==> config.mk <==
export PLATFORM = sky130hd
export DESIGN_NAME = mask_blob_tracker
export DESIGN_NICKNAME = d
export VERILOG_FILES = /design/src/rtl/mask_blob_tracker_pkg.sv /design/src/rtl/mask_blob_tracker_blob_run_detect.sv /design/src/rtl/mask_blob_tracker.sv
export SDC_FILE = /design/constraint.sdc
export NUM_CORES = 1
export LEC_CHECK = 0
export ABC_CLOCK_PERIOD_IN_PS = 15300
export BUFFER_PORTS_ARGS = -buffer_cell sky130_fd_sc_hd__buf_2
export CAP_MARGIN = 5
export CORE_MARGIN = 4
export CORE_UTILIZATION = 37
export DETAILED_ROUTE_END_ITERATION = 12
export GPL_TIMING_DRIVEN = 0
export HOLD_SLACK_MARGIN = 0.05
export PLACE_DENSITY = 0.53
export SYNTH_ARGS = -nofsm -noshare
export SYNTH_HDL_FRONTEND = slang
export SYNTH_SLANG_ARGS = --single-unit
==> constraint.sdc <==
create_clock -name clk -period 15.3 [get_ports clk]
set_input_delay 1.53 -clock clk [delete_from_list [all_inputs] [get_ports clk]]
set_output_delay 1.53 -clock clk [all_outputs]
set_load 0.01 [all_outputs]
==> src/rtl/mask_blob_tracker_pkg.sv <==
// Shared types for the mask blob tracker: coordinates, bounding-box slot, flush FSM states.
// Also holds the size-threshold test applied when a box is closed.
package mask_blob_tracker_pkg;

    localparam int COORD_W       = 10;
    localparam int DEF_NUM_SLOTS = 4;

    typedef logic [COORD_W-1:0] coord_t;

    typedef struct packed {
        coord_t x1;
        coord_t x2;
        coord_t y1;
        coord_t y2;
        logic   valid;
    } bbox_t;

    typedef enum logic [1:0] {
        RUN,
        LINE_FLUSH,
        FRAME_FLUSH
    } state_t;

    // Width/height are inclusive extents at coordinate width; thresholds zero-extend.
    function automatic logic bbox_accept(input bbox_t b, input logic [8:0] min_x,
                                         input logic [8:0] min_y);
        coord_t w;
        coord_t h;
        w = b.x2 - b.x1 + coord_t'(1);
        h = b.y2 - b.y1 + coord_t'(1);
        return (w >= coord_t'(min_x)) && (h >= coord_t'(min_y));
    endfunction

endpackage

==> src/rtl/mask_blob_tracker_blob_run_detect.sv <==
// Horizontal run extraction from the pixel mask stream.
// Latency: run_evt/line_end one clk after the closing pixel; no backpressure (pixel-paced).
// vs discards any open run and suppresses events from that cycle.
module blob_run_detect
    import mask_blob_tracker_pkg::*;
(
    input  logic               clk,
    input  logic               rst,
    input  logic               pix_en,
    input  logic               vs,
    input  logic               mask,
    input  logic [COORD_W-1:0] tv_x,
    input  logic [COORD_W-1:0] tv_y,
    input  logic [COORD_W-1:0] x_min,
    input  logic [COORD_W-1:0] x_max,
    output logic               run_evt,
    output logic [COORD_W-1:0] run_x1,
    output logic [COORD_W-1:0] run_x2,
    output logic [COORD_W-1:0] run_row,
    output logic               line_end,
    output logic [COORD_W-1:0] line_row
);

    logic   in_run;
    logic   open_run;
    coord_t last_x;

    // The first column of a line always starts a fresh run.
    assign open_run = in_run && (tv_x != x_min);

    always_ff @(posedge clk or posedge rst) begin
        if (rst) begin
            in_run   <= 1'b0;
            last_x   <= '0;
            run_evt  <= 1'b0;
            run_x1   <= '0;
            run_x2   <= '0;
            run_row  <= '0;
            line_end <= 1'b0;
            line_row <= '0;
        end else begin
            run_evt  <= 1'b0;
            line_end <= 1'b0;
            if (vs) begin
                in_run <= 1'b0;
            end else if (pix_en) begin
                if (tv_x == x_max) begin
                    line_end <= 1'b1;
                    line_row <= tv_y;
                end
                if (mask) begin
                    last_x <= tv_x;
                    if (!open_run) begin
                        run_x1  <= tv_x;
                        run_row <= tv_y;
                    end
                    if (tv_x == x_max) begin
                        run_evt <= 1'b1;
                        run_x2  <= tv_x;
                        in_run  <= 1'b0;
                    end else begin
                        in_run <= 1'b1;
                    end
                end else begin
                    if (open_run) begin
                        run_evt <= 1'b1;
                        run_x2  <= last_x;
                    end
                    in_run <= 1'b0;
                end
            end
        end
    end

endmodule

==> src/rtl/mask_blob_tracker.sv <==
// Groups mask runs into 8-connected bounding boxes held in slots, closing boxes at line/frame flush.
// Latency: slot update 1 clk after run_evt; blob_valid 1 clk after a slot is visited by a flush.
// No backpressure: blob_valid is a one-clk pulse the consumer must take.
module mask_blob_tracker
    import mask_blob_tracker_pkg::*;
#(
    parameter int NUM_SLOTS = DEF_NUM_SLOTS,
    parameter int CNT_W     = 16
) (
    input  logic               clk,
    input  logic               rst,
    input  logic               pix_en,
    input  logic               vs,
    input  logic               mask,
    input  logic [COORD_W-1:0] tv_x,
    input  logic [COORD_W-1:0] tv_y,
    input  logic [COORD_W-1:0] x_min,
    input  logic [COORD_W-1:0] x_max,
    input  logic [8:0]         blob_min_x,
    input  logic [8:0]         blob_min_y,
    output logic               blob_valid,
    output logic [COORD_W-1:0] blob_x1,
    output logic [COORD_W-1:0] blob_x2,
    output logic [COORD_W-1:0] blob_y1,
    output logic [COORD_W-1:0] blob_y2,
    output logic [CNT_W-1:0]   blob_count,
    output logic [CNT_W-1:0]   frame_count,
    output logic               overflow
);

    localparam int IW = $clog2(NUM_SLOTS);

    state_t         state;
    logic [IW-1:0]  idx;
    bbox_t          slots [NUM_SLOTS];

    logic           pix_en_g;
    logic           run_evt;
    coord_t         run_x1, run_x2, run_row;
    logic           line_end;
    coord_t         line_row;

    logic           hit, free_ok;
    logic [IW-1:0]  hit_idx, free_idx;
    bbox_t          cur;
    logic           cur_ok, close_now, idx_last;

    assign pix_en_g = pix_en && (state != FRAME_FLUSH);

    blob_run_detect u_run (
        .clk      (clk),
        .rst      (rst),
        .pix_en   (pix_en_g),
        .vs       (vs),
        .mask     (mask),
        .tv_x     (tv_x),
        .tv_y     (tv_y),
        .x_min    (x_min),
        .x_max    (x_max),
        .run_evt  (run_evt),
        .run_x1   (run_x1),
        .run_x2   (run_x2),
        .run_row  (run_row),
        .line_end (line_end),
        .line_row (line_row)
    );

    // Descending scan so the lowest-index match / free slot wins; 11-bit math avoids wrap at 0.
    always_comb begin
        hit      = 1'b0;
        hit_idx  = '0;
        free_ok  = 1'b0;
        free_idx = '0;
        for (int k = NUM_SLOTS - 1; k >= 0; k--) begin
            if (slots[k].valid &&
                (11'(slots[k].y2) + 11'd1 >= 11'(run_row)) &&
                (11'(slots[k].x1) <= 11'(run_x2) + 11'd1) &&
                (11'(slots[k].x2) + 11'd1 >= 11'(run_x1))) begin
                hit     = 1'b1;
                hit_idx = IW'(k);
            end
            if (!slots[k].valid) begin
                free_ok  = 1'b1;
                free_idx = IW'(k);
            end
        end
    end

    assign cur       = slots[idx];
    assign cur_ok    = bbox_accept(cur, blob_min_x, blob_min_y);
    assign idx_last  = (idx == IW'(NUM_SLOTS - 1));
    assign close_now = cur.valid &&
                       ((state == FRAME_FLUSH) || (state == LINE_FLUSH && cur.y2 < line_row));

    always_ff @(posedge clk or posedge rst) begin
        if (rst) begin
            state       <= RUN;
            idx         <= '0;
            for (int k = 0; k < NUM_SLOTS; k++) slots[k] <= '0;
            blob_valid  <= 1'b0;
            blob_x1     <= '0;
            blob_x2     <= '0;
            blob_y1     <= '0;
            blob_y2     <= '0;
            blob_count  <= '0;
            frame_count <= '0;
            overflow    <= 1'b0;
        end else begin
            blob_valid <= 1'b0;
            if (vs) begin
                // Counters clear at entry so blobs closed by this flush count in the new frame.
                state       <= FRAME_FLUSH;
                idx         <= '0;
                frame_count <= blob_count;
                blob_count  <= '0;
                overflow    <= 1'b0;
            end else begin
                unique case (state)
                    RUN: begin
                        if (run_evt) begin
                            if (hit) begin
                                if (run_x1 < slots[hit_idx].x1) slots[hit_idx].x1 <= run_x1;
                                if (run_x2 > slots[hit_idx].x2) slots[hit_idx].x2 <= run_x2;
                                slots[hit_idx].y2 <= run_row;
                            end else if (free_ok) begin
                                slots[free_idx] <= '{x1: run_x1, x2: run_x2, y1: run_row,
                                                     y2: run_row, valid: 1'b1};
                            end else begin
                                overflow <= 1'b1;
                            end
                        end
                        if (line_end) begin
                            state <= LINE_FLUSH;
                            idx   <= '0;
                        end
                    end
                    LINE_FLUSH, FRAME_FLUSH: begin
                        if (idx_last) begin
                            state <= RUN;
                            idx   <= '0;
                        end else begin
                            idx <= idx + IW'(1);
                        end
                    end
                    default: state <= RUN;
                endcase
                if (close_now) begin
                    slots[idx].valid <= 1'b0;
                    if (cur_ok) begin
                        blob_valid <= 1'b1;
                        blob_x1    <= cur.x1;
                        blob_x2    <= cur.x2;
                        blob_y1    <= cur.y1;
                        blob_y2    <= cur.y2;
                        if (blob_count != '1) blob_count <= blob_count + CNT_W'(1);
                    end
                end
            end
        end
    end

endmodule

# Word-level counts from Yosys, hierarchy flattened
# Index checks and enable logic that the tools add are counted.
dict set report word_totals {
  reg_bits 295
  output_inout_bits 74
  elab_cells 220
}
dict set report op_classes {
  add_sub_neg 15
  order_cmp 23
  eq_ne 12
  mux 87
  bitwise_logic 5
  n_reduce_logical 40
}
# operator count
set op_table {}
lappend op_table {{$mux 164} 16}
lappend op_table {{$bwmux 164} 5}
lappend op_table {{$demux 41 s2} 5}
lappend op_table {{$mux 41} 6}
lappend op_table {{$bmux 41 s2} 2}
lappend op_table {{$add 10x1->11 const B} 9}
lappend op_table {{$ge 11x10->1} 8}
lappend op_table {{$mux 16} 4}
lappend op_table {{$le 10x11->1} 4}
lappend op_table {{$mux 31} 1}
lappend op_table {{$mux 10} 3}
lappend op_table {{$mux 1} 28}
lappend op_table {{$mux 2} 14}
lappend op_table {{$add 10x1->10 const B} 2}
lappend op_table {{$ge 10x9->1} 2}
lappend op_table {{$logic_and 1x1->1} 20}
lappend op_table {{$lt 10x10->1} 2}
lappend op_table {{$sub 10x10->10} 2}
lappend op_table {{$add 16x1->16 const B} 1}
lappend op_table {{$ne 16x16->1 const B} 1}
lappend op_table {{$reduce_bool 2->1} 7}
lappend op_table {{$reduce_and 3->1} 4}
lappend op_table {{$reduce_and 4->1} 3}
lappend op_table {{$mux 11} 1}
lappend op_table {{other kinds (20)} 32}

# Depth between registers and ports, before layout
# Gate-level depths: netlist of run 1.
dict set report logic_depth {
  depth_word 33
  ltp_mapped 27
}

# Cells and area by module
# Synthesis of run 1 repeated with hierarchy kept, for this count alone.
dict set report unflattened {
  cells_unflattened 1777
  hier_area_um2 19498.7
}
# module n_inst cells_per_inst area_per_inst_um2 seq_area_each_um2
set by_module_without_submodules {}
lappend by_module_without_submodules {mask_blob_tracker 1 1599 17146.4 6055.8}
lappend by_module_without_submodules {blob_run_detect 1 178 2352.3 1326.3}

# Least setup slack after synthesis of run 1
# Ideal clock, no wire load.
dict set report synth_path {
  path_type {register to register}
  from {register u_run.run_x2[4]}
  to {register with a tool-made name}
  setup_time_ns 0.125
  arrival_time_ns 5.849
  slack_ns 9.326
  path_stages_with_launch 27
  path_buffers 3
  synth_period_minus_slack_ns 5.974
  cell_sequence {dfrtp_1 > buf_2 > and3_4 > nand3_1 > xor2_1 > ha_1 > or3b_1 > a22oi_2 > a311oi_2 > a21oi_1 > a311oi_1 > o311a_4 > buf_2 > a21o_1 > nand2_1 > buf_2 > mux2i_1 > a21o_1 > ha_1 > a21o_1 > a21o_1 > a21oi_1 > o211ai_1 > o31ai_2 > nor2_1 > a21oi_4 > mux2_2}
}
# item line
set synth_lines {}
lappend synth_lines {{start: declaration} mask_blob_tracker_blob_run_detect.sv:18} ;# output logic [COORD_W-1:0] run_x2,
lappend synth_lines {{start signal: assignment} mask_blob_tracker_blob_run_detect.sv:59} ;# run_x2 <= tv_x;
lappend synth_lines {{start signal: assignment} mask_blob_tracker_blob_run_detect.sv:67} ;# run_x2 <= last_x;

==> results.md, run 1 <==
* Grt total ovfl at 0
* H-tree depth at 2
* IO Port Bufs at approximately 140
* Setup violators final at 0
* Synth Flop Type: dfrtp_1
* Area leader, netlist: dfrtp_1
* Core area at 51,610 um^2
* Min cycle time layout at 7.987 ns
* Commonest cells post-synth: 295 x dfrtp_1, 231 x mux2_2, 213 x ha_1
* Wire length of the first global-routing pass at between 80,000 and 90,000 um
* Worst EP arrival at 8.42 ns
* Clk buf depth at 3
* Post_cts resized at 0
* Worst Reg-to-Reg Cells at 21
* Tcrit/Tclk final at 0.5221
* Number of global-route vias before repair at about 15,000
* Net Count, Synth at approximately 2,000
* CTS tree: done
* # IOs at 137
* Synth top area share at 0.3811
* Initial DRC Count at between 900 and 1,000
* Vias at between 10,000 and 15,000
* Die outline width at between 200 and 250 um
* PwrDens at between 100 and 150 nW/um^2
* Ys async rst share at 1.000
* Pins over their slew limit at 0
* Synth Register Bits at between 200 and 300
* Gpl congestion at a little under 0.9
* Final wirelength at approximately 57,000 um
* Hold Crit Class: register to register
* Nets at around 2,200
* DP Wirelength at around 43,000 um
* Worst Hold Path Cells at 1
* Cell with the most instances after synthesis: dfrtp_1
* Clock sink count at between 200 and 300
* Startpoint types: register
* Antenna violations before repair at 0
* Worst Max-Slew Pin Slew at approximately 1.2 ns
* DR vias/cell at about 5.5
* Critical path type: register to register
* Hold endpoint: frame_count[8]
* Clock transition at path regs at ~0.060 ns
* R2R Path Start: idx[1]
* Critical Path End Type: register
* Critical path origin: idx[1]
* CP required at ~16 ns
* Crit path max-delay cell type: buf_1
* Final Hold Vio Count at 0
* Worst hold start: frame_count[8]
* Synth Cell Area at between 15,000 and 20,000 um^2
* Maximum vdd drop at between 0.06 and 0.07 mV
* R2R Setup Slk at 7.31 ns
* Share of layout cells above drive strength 1 at 0.2703
* Die area at about 56,000 um^2
* Post-DRT Antenna Nets at 0
* Initial Util at 0.3753
* Gate Count Post-Synth at ~1,700
* CP max stage delay at roughly 0.97 ns
* First drt pass iteration count at 5
* Status: finished, final reports clean
* Max Cap Viol at 0
* Post-synth EDFFs at 0
* Cell variety after synth at 78
* Root Buffer: clkbuf_16
* Rel. slew slack at 0.1845
* Die H at around 240 um
* Synthesized area per cell at 11.22 um^2
* Critical path's most frequent cell: ha_1
* Fin Setup TNS at 0 ns
* # DRC at 0
* Maximum clock rate at ~130 MHz
* Crit path cell chain: clkbuf_1, buf_1, buf_1, mux4_2, ha_1, inv_1, ha_1, fa_1, a21o_1, a21oi_1, o21bai_1, a21oi_1, xnor2_1, ha_1, nand3_1, o21ai_0, a211oi_1, nor4_2, buf_4, clkbuf_1, mux2_2
* Worst skew pair latency at between 0.5 and 0.6 ns
* Crit path max-delay family: buffers and inverters
* Largest net degree at the start of global routing at 119
* RSZ-0062 raised after global routing: no
* Area contributors post-synth: dfrtp_1 38%, ha_1 14%, mux2_2 13%
* FILL cells at slightly below 5,000
* CTS buffer count at 37
* CP Buf/Inv Count at 6
* Pleak at ~11 nW
* Setup Buffers After CTS at 0
* Total track usage at 0.2025
* Layout area overhead at 15.57%
* Worst reg2reg endpoint: blob_x1[7]
* Routed WL per cell at 21.84 um
* CP max FO at 10
* Standard-cell rows at between 80 and 90
* Part of the Yosys area used for sequential elements at 0.3811
* Register Area at 7382 um^2
* Hold buffers post-CTS at 0
* Area of the multi-input gates at 11,360 um^2
* Final Skew at 0.02083 ns
* Ys Warns at 0
* Final Util at 0.4338
## worst max-delay path by stage
stage,to,slack [ns],cells after the start
after floorplan,asynchronous set/reset pin,5.62,1
after CTS,blob_x1[5],7.12,21
final,blob_x1[7],7.31,21
after global routing,blob_x1[3],6.71,21
after detailed placement,blob_x1[5],7.15,21
after global placement,frame_count[4],1.94,2
## cell type report
cell class	instances	share of cell area
Timing Repair Buffer	141	0.03409
Tap cell	680	0.03800
Sequential cell	295	0.3297
Buffer	54	0.01028
Clock inverter	17	0.01414
Antenna cell	1	0.0001118
Inverter	107	0.01828
Multi-Input combinational cell	1270	0.5076
Clock buffer	51	0.04773
## logic make-up after synthesis
family | after synthesis | share of synthesized area
AO/OA/AOI/OAI | 308 | 0.1084
XOR/XNOR | 113 | 0.05219
adder cells (fa/ha/maj) | 217 | 0.1407
buffers and inverters | 161 | 0.03262
flip-flops | 295 | 0.3811
multiplexers | 303 | 0.1980
AND/OR/NAND/NOR | 329 | 0.08700
## per-layer routing
metal | share of wire | track usage | up-vias | routed length, um
li1 | - | - | 6721 | -
met1 | 0.45 | 0.2788 | 7253 | 25940
met2 | 0.47 | 0.3335 | 372 | 27120
met3 | 0.044 | 0.03133 | 89 | 2488
met4 | 0.027 | 0.05556 | 0 | 1564
met5 | 0 | 0 | - | 0
## metrics by stage
stage / cells / hold WS [ns] / instance area, um^2 / setup slack (ns) / power [mW]
2_1_floorplan: 1726 / 0.4752 / 19370 / 5.623 / 1.310
3_3_place_gp: 2542 / 0.4841 / 20900 / 1.943 / 1.530
3_5_place_dp: 2546 / 0.4903 / 20990 / 7.147 / 1.549
4_1_cts: 2614 / 0.5034 / 22370 / 7.120 / 2.547
5_1_grt: 2615 / 0.5116 / 22390 / 6.708 / 2.665
6_report: 2616 / 0.4999 / 22390 / 7.313 / 2.520
## placed cells by master (no fill, tap or decap), drive strengths merged, types with 5 or more instances in the layout
cell type / Yosys / layout
o21a: 6 / 6
nor2: 61 / 61
o211ai: 5 / 5
and2: 11 / 11
xnor2: 75 / 75
xor2: 37 / 37
mux2: 231 / 231
bufinv: 0 / 7
a31oi: 6 / 6
dfrtp: 295 / 295
a211oi: 11 / 11
and4: 7 / 7
nand2: 71 / 71
nor2b: 19 / 19
clkinv: 0 / 7
o21ai: 63 / 63
and3: 26 / 26
a31o: 10 / 10
inv: 107 / 108
o22ai: 20 / 20
mux2i: 31 / 31
nor4: 5 / 5
nor3: 10 / 10
o2111ai: 9 / 9
a21o: 52 / 52
buf: 19 / 160
ha: 213 / 213
clkbuf: 35 / 86
nand2b: 14 / 14
o21bai: 7 / 7
o31ai: 5 / 5
a311oi: 8 / 8
nand3: 72 / 72
mux4: 41 / 41
nand4: 24 / 24
a21oi: 80 / 80
## where the power goes
group          internal, mW  switching [mW]
combinational         0.242           0.373
clock                 0.614           0.368
sequential            0.828          0.0946
## worst reg2reg max path: cells and delay by family, from the launching register on
| kind | cells | cell delay (ns) |
|---|---|---|
| buffers and inverters | 6 | 3.20 |
| and+or+nand+nor | 2 | 0.68 |
| AOI/OAI and AO/OA | 6 | 1.12 |
| adders and majority gates | 4 | 1.24 |
| xor gates and xnor gates | 1 | 0.10 |
| muxes | 2 | 1.15 |
| DFF | 1 | 0.37 |
No activity file was read; power rests on OpenSTA's default activity.
==> run 2: changes to the inputs <==
--- a/config.mk
+++ b/config.mk
@@ -5,7 +5,7 @@
 export SDC_FILE = /design/constraint.sdc
 export NUM_CORES = 1
 export LEC_CHECK = 0
-export ABC_CLOCK_PERIOD_IN_PS = 15300
+export ABC_CLOCK_PERIOD_IN_PS = 8180
 export BUFFER_PORTS_ARGS = -buffer_cell sky130_fd_sc_hd__buf_2
 export CAP_MARGIN = 5
 export CORE_MARGIN = 4
==> constraint.sdc (replaced) <==
create_clock -name clk -period 8.18 [get_ports clk]
set_input_delay 0.818 -clock clk [delete_from_list [all_inputs] [get_ports clk]]
set_output_delay 0.818 -clock clk [all_outputs]
set_load 0.01 [all_outputs]
==> results.md, run 2 (synthesized netlist as in run 1, its figures left out) <==
* Status: finished, final reports clean
* Initial Util at 0.3753 (unchanged)
* PwrDens at 204.4 nW/um^2 (+82%)
* Share of layout cells above drive strength 1 at 0.2706 (+0.0003343)
* Wire length of the first global-routing pass at 88,110 um (-1.5%)
* Maximum vdd drop at 0.1301 mV (+99%)
* Pleak at 11.17 nW (about the same)
* # DRC at 0 (unchanged)
* Commonest non-fill, non-tap cells in the layout: 295 x dfrtp_1, 231 x mux2_2, 213 x ha_1, 143 x buf_2, 106 x inv_1
* Min cycle time layout at 7.774 ns (-0.2132 ns)
* Antenna violations before repair at 0 (unchanged)
* Setup Buffers After CTS at 0 (unchanged)
* Vias at 14,383 (-0.36%)
* CP required at 8.62 ns (-7.11 ns)
* Final Skew at 0.01762 ns (-0.003213 ns)
* DP Wirelength at 43,990 um (+1.4%)
* Tcrit/Tclk final at 0.9504 (+0.4283)
* R2R Setup Slk at 0.41 ns (-6.91 ns)
* Max Cap Viol at 0 (unchanged)
* Setup violators final at 0 (unchanged)
* Final Cell Area at 22,380 um^2 (about the same)
* Layout area overhead at 15.51% (about the same)
* Startpoint types: register
* Antenna Diode Count at 0 (-1)
* Core area at 51,610 um^2 (unchanged)
* CP max stage delay at 0.54 ns (-0.43 ns)
* Maximum clock rate at 128.6 MHz (+2.7%)
* Hold buffers post-CTS at 0 (unchanged)
* Metal-1 WL at 25,340 um (-2.3%)
* CTS buffer count at 38 (+2.7%)
* DR WL met2 at 27,350 um (+0.81%)
* Gpl congestion at 0.8912 (+2.5%)
* Highest metal used: met4
* # IOs at 137 (unchanged)
* Metal3 WL at 2809 um (+13%)
* Total track usage at 0.1999 (-0.002582)
* Final Hold Vio Count at 0 (unchanged)
* Critical Path End Type: register
* DR vias/cell at 5.490 (-0.51%)
* Root Buffer: clkbuf_16
* RSZ-0062 raised after global routing: no
* Hold Crit Class: input pin to asynchronous set/reset pin
* CP Buf/Inv Count at 4 (-2)
* Clock sink count at 295 (unchanged)
* Nets at 2,190 (+0.27%)
* Standard-cell rows at 83 (unchanged)
* Number of global-route vias before repair at 14,337 (-1.4%)
* Die area at 56,080 um^2 (unchanged)
* IO Port Bufs at 136 (unchanged)
* Final Util at 0.4335 (about the same)
* Fin Setup TNS at 0 ns (unchanged)
* Worst EP arrival at 8.21 ns (-0.21 ns)
* Commonest non-fill, non-tap cell in the layout: dfrtp_1
* Crit path max-delay cell type: a21oi_4
* FILL cells at 4,844 (-0.31%)
* Clk buf depth at 3 (unchanged)
* Cell Area, Placed at 21,080 um^2 (+0.46%)
* Worst skew pair latency at 0.57 ns (about the same)
* Largest net degree at the start of global routing at 42 (-65%)
* Post-DRT Antenna Nets at 0 (unchanged)
* Critical path's most frequent cell: a21o_1
* Crit path max-delay family: compound AO/OA/AOI/OAI gates
* Initial DRC Count at 921 (-0.86%)
* Worst Max-Slew Pin Slew at 1.122 ns (-0.1009 ns)
* CP max FO at 10 (unchanged)
* Clock transition at path regs at 0.06 ns (about the same)
* Pins over their slew limit at 0 (unchanged)
* Critical path type: register to register
* Rel. slew slack at 0.2499 (+0.06537)
* H-tree depth at 2 (unchanged)
* Routed WL per cell at 21.68 um (-0.70%)
* First drt pass iteration count at 7 (+2)
* Die H at 236.8 um (unchanged)
* Min Hold Slack at 0.4204 ns (-0.07949 ns)
* Die outline width at 236.8 um (unchanged)
* CTS tree: done
* Final wirelength at 56,810 um (-0.55%)
* Grt total ovfl at 0 (unchanged)
[run 2: changes by cell type in the layout (fill, tap and decap cells not counted), moves of 2 or more]
cell | before | now
clkbuf_8 | 9 | 6
clkbuf_1 | 40 | 45
clkdlybuf4s15_1 | 0 | 2
clkbuf_2 | 0 | 3
buf_12 | 0 | 8
buf_1 | 9 | 5
bufinv_16 | 7 | 3
buf_16 | 2 | 0
[run 2: through the flow]
| stage | total power, mW | instances | setup slack [ns] |
|---|---|---|---|
| after global placement | 2.849 | 2542 | -1.131 |
| final | 4.575 | 2620 | 0.4058 |
| after detailed placement | 2.889 | 2551 | 0.04197 |
| after global routing | 4.831 | 2620 | 0.1965 |
| after floorplan | 2.451 | 1726 | 2.206 |
| after CTS | 4.619 | 2619 | 0.01457 |
[run 2: per-layer routing]
layer | GRT usage | vias to the layer above
li1 | - | 6723
met1 | 0.2737 | 7223
met2 | 0.3321 | 357
met3 | 0.02947 | 80
met4 | 0.05467 | 0
met5 | 0 | -
[run 2: cell type report]
type                            instances  area [um^2]  share of cell area
Timing Repair Buffer                  146        863.3             0.03858
Clock inverter                         13        187.7            0.008388
Inverter                              107        405.4             0.01812
Multi-Input combinational cell       1270        11360              0.5079
Tap cell                              680        850.8             0.03802
Sequential cell                       295         7382              0.3299
Clock buffer                           55         1075             0.04803
Buffer                                 54        246.5             0.01102
[run 2: worst register-to-register path, stage by stage (launching register included)]
cell and delay (ns):
dfrtp_1 0.40, buf_6 0.16, buf_2 0.28, nand3_1 0.14, xor2_1 0.42, ha_1 0.38
or3b_1 0.20, a22oi_2 0.05, a311oi_2 0.44, a21oi_1 0.08, a311oi_1 0.50, o311a_4 0.28
buf_2 0.21, a21o_1 0.14, nand2_1 0.41, buf_2 0.44, mux2i_1 0.18, a21o_1 0.19
ha_1 0.29, a21o_1 0.18, a21o_1 0.17, a21oi_1 0.28, o211ai_1 0.20, o31ai_2 0.46
nor2_1 0.21, a21oi_4 0.54, mux2_2 0.41
[run 2: worst paths after layout]
path | startpoint | to | cells after the start
max | u_run.run_x2[5] | register | 26
min in group clk | tv_y[3] | u_run.line_row[3] | 3
max reg2reg | u_run.run_x2[5] | register | 26
max in group asynchronous | rst | frame_count[7] | 7
min | rst | blob_valid | 2
min reg2reg | register | register | 1
[run 2: repair_timing]
item,in CTS,in global routing
endpoints found under the hold margin,0,0
setup endpoints to repair,0,43
gates resized for setup,0,9
[run 2: report_power, final]
part | switching [mW] | total [mW] | internal (mW)
Clock | 0.678 | 1.70 | 1.02
Sequential | 0.177 | 1.73 | 1.55
Combinational | 0.690 | 1.15 | 0.461
Total | 1.55 | 4.57 | 3.03
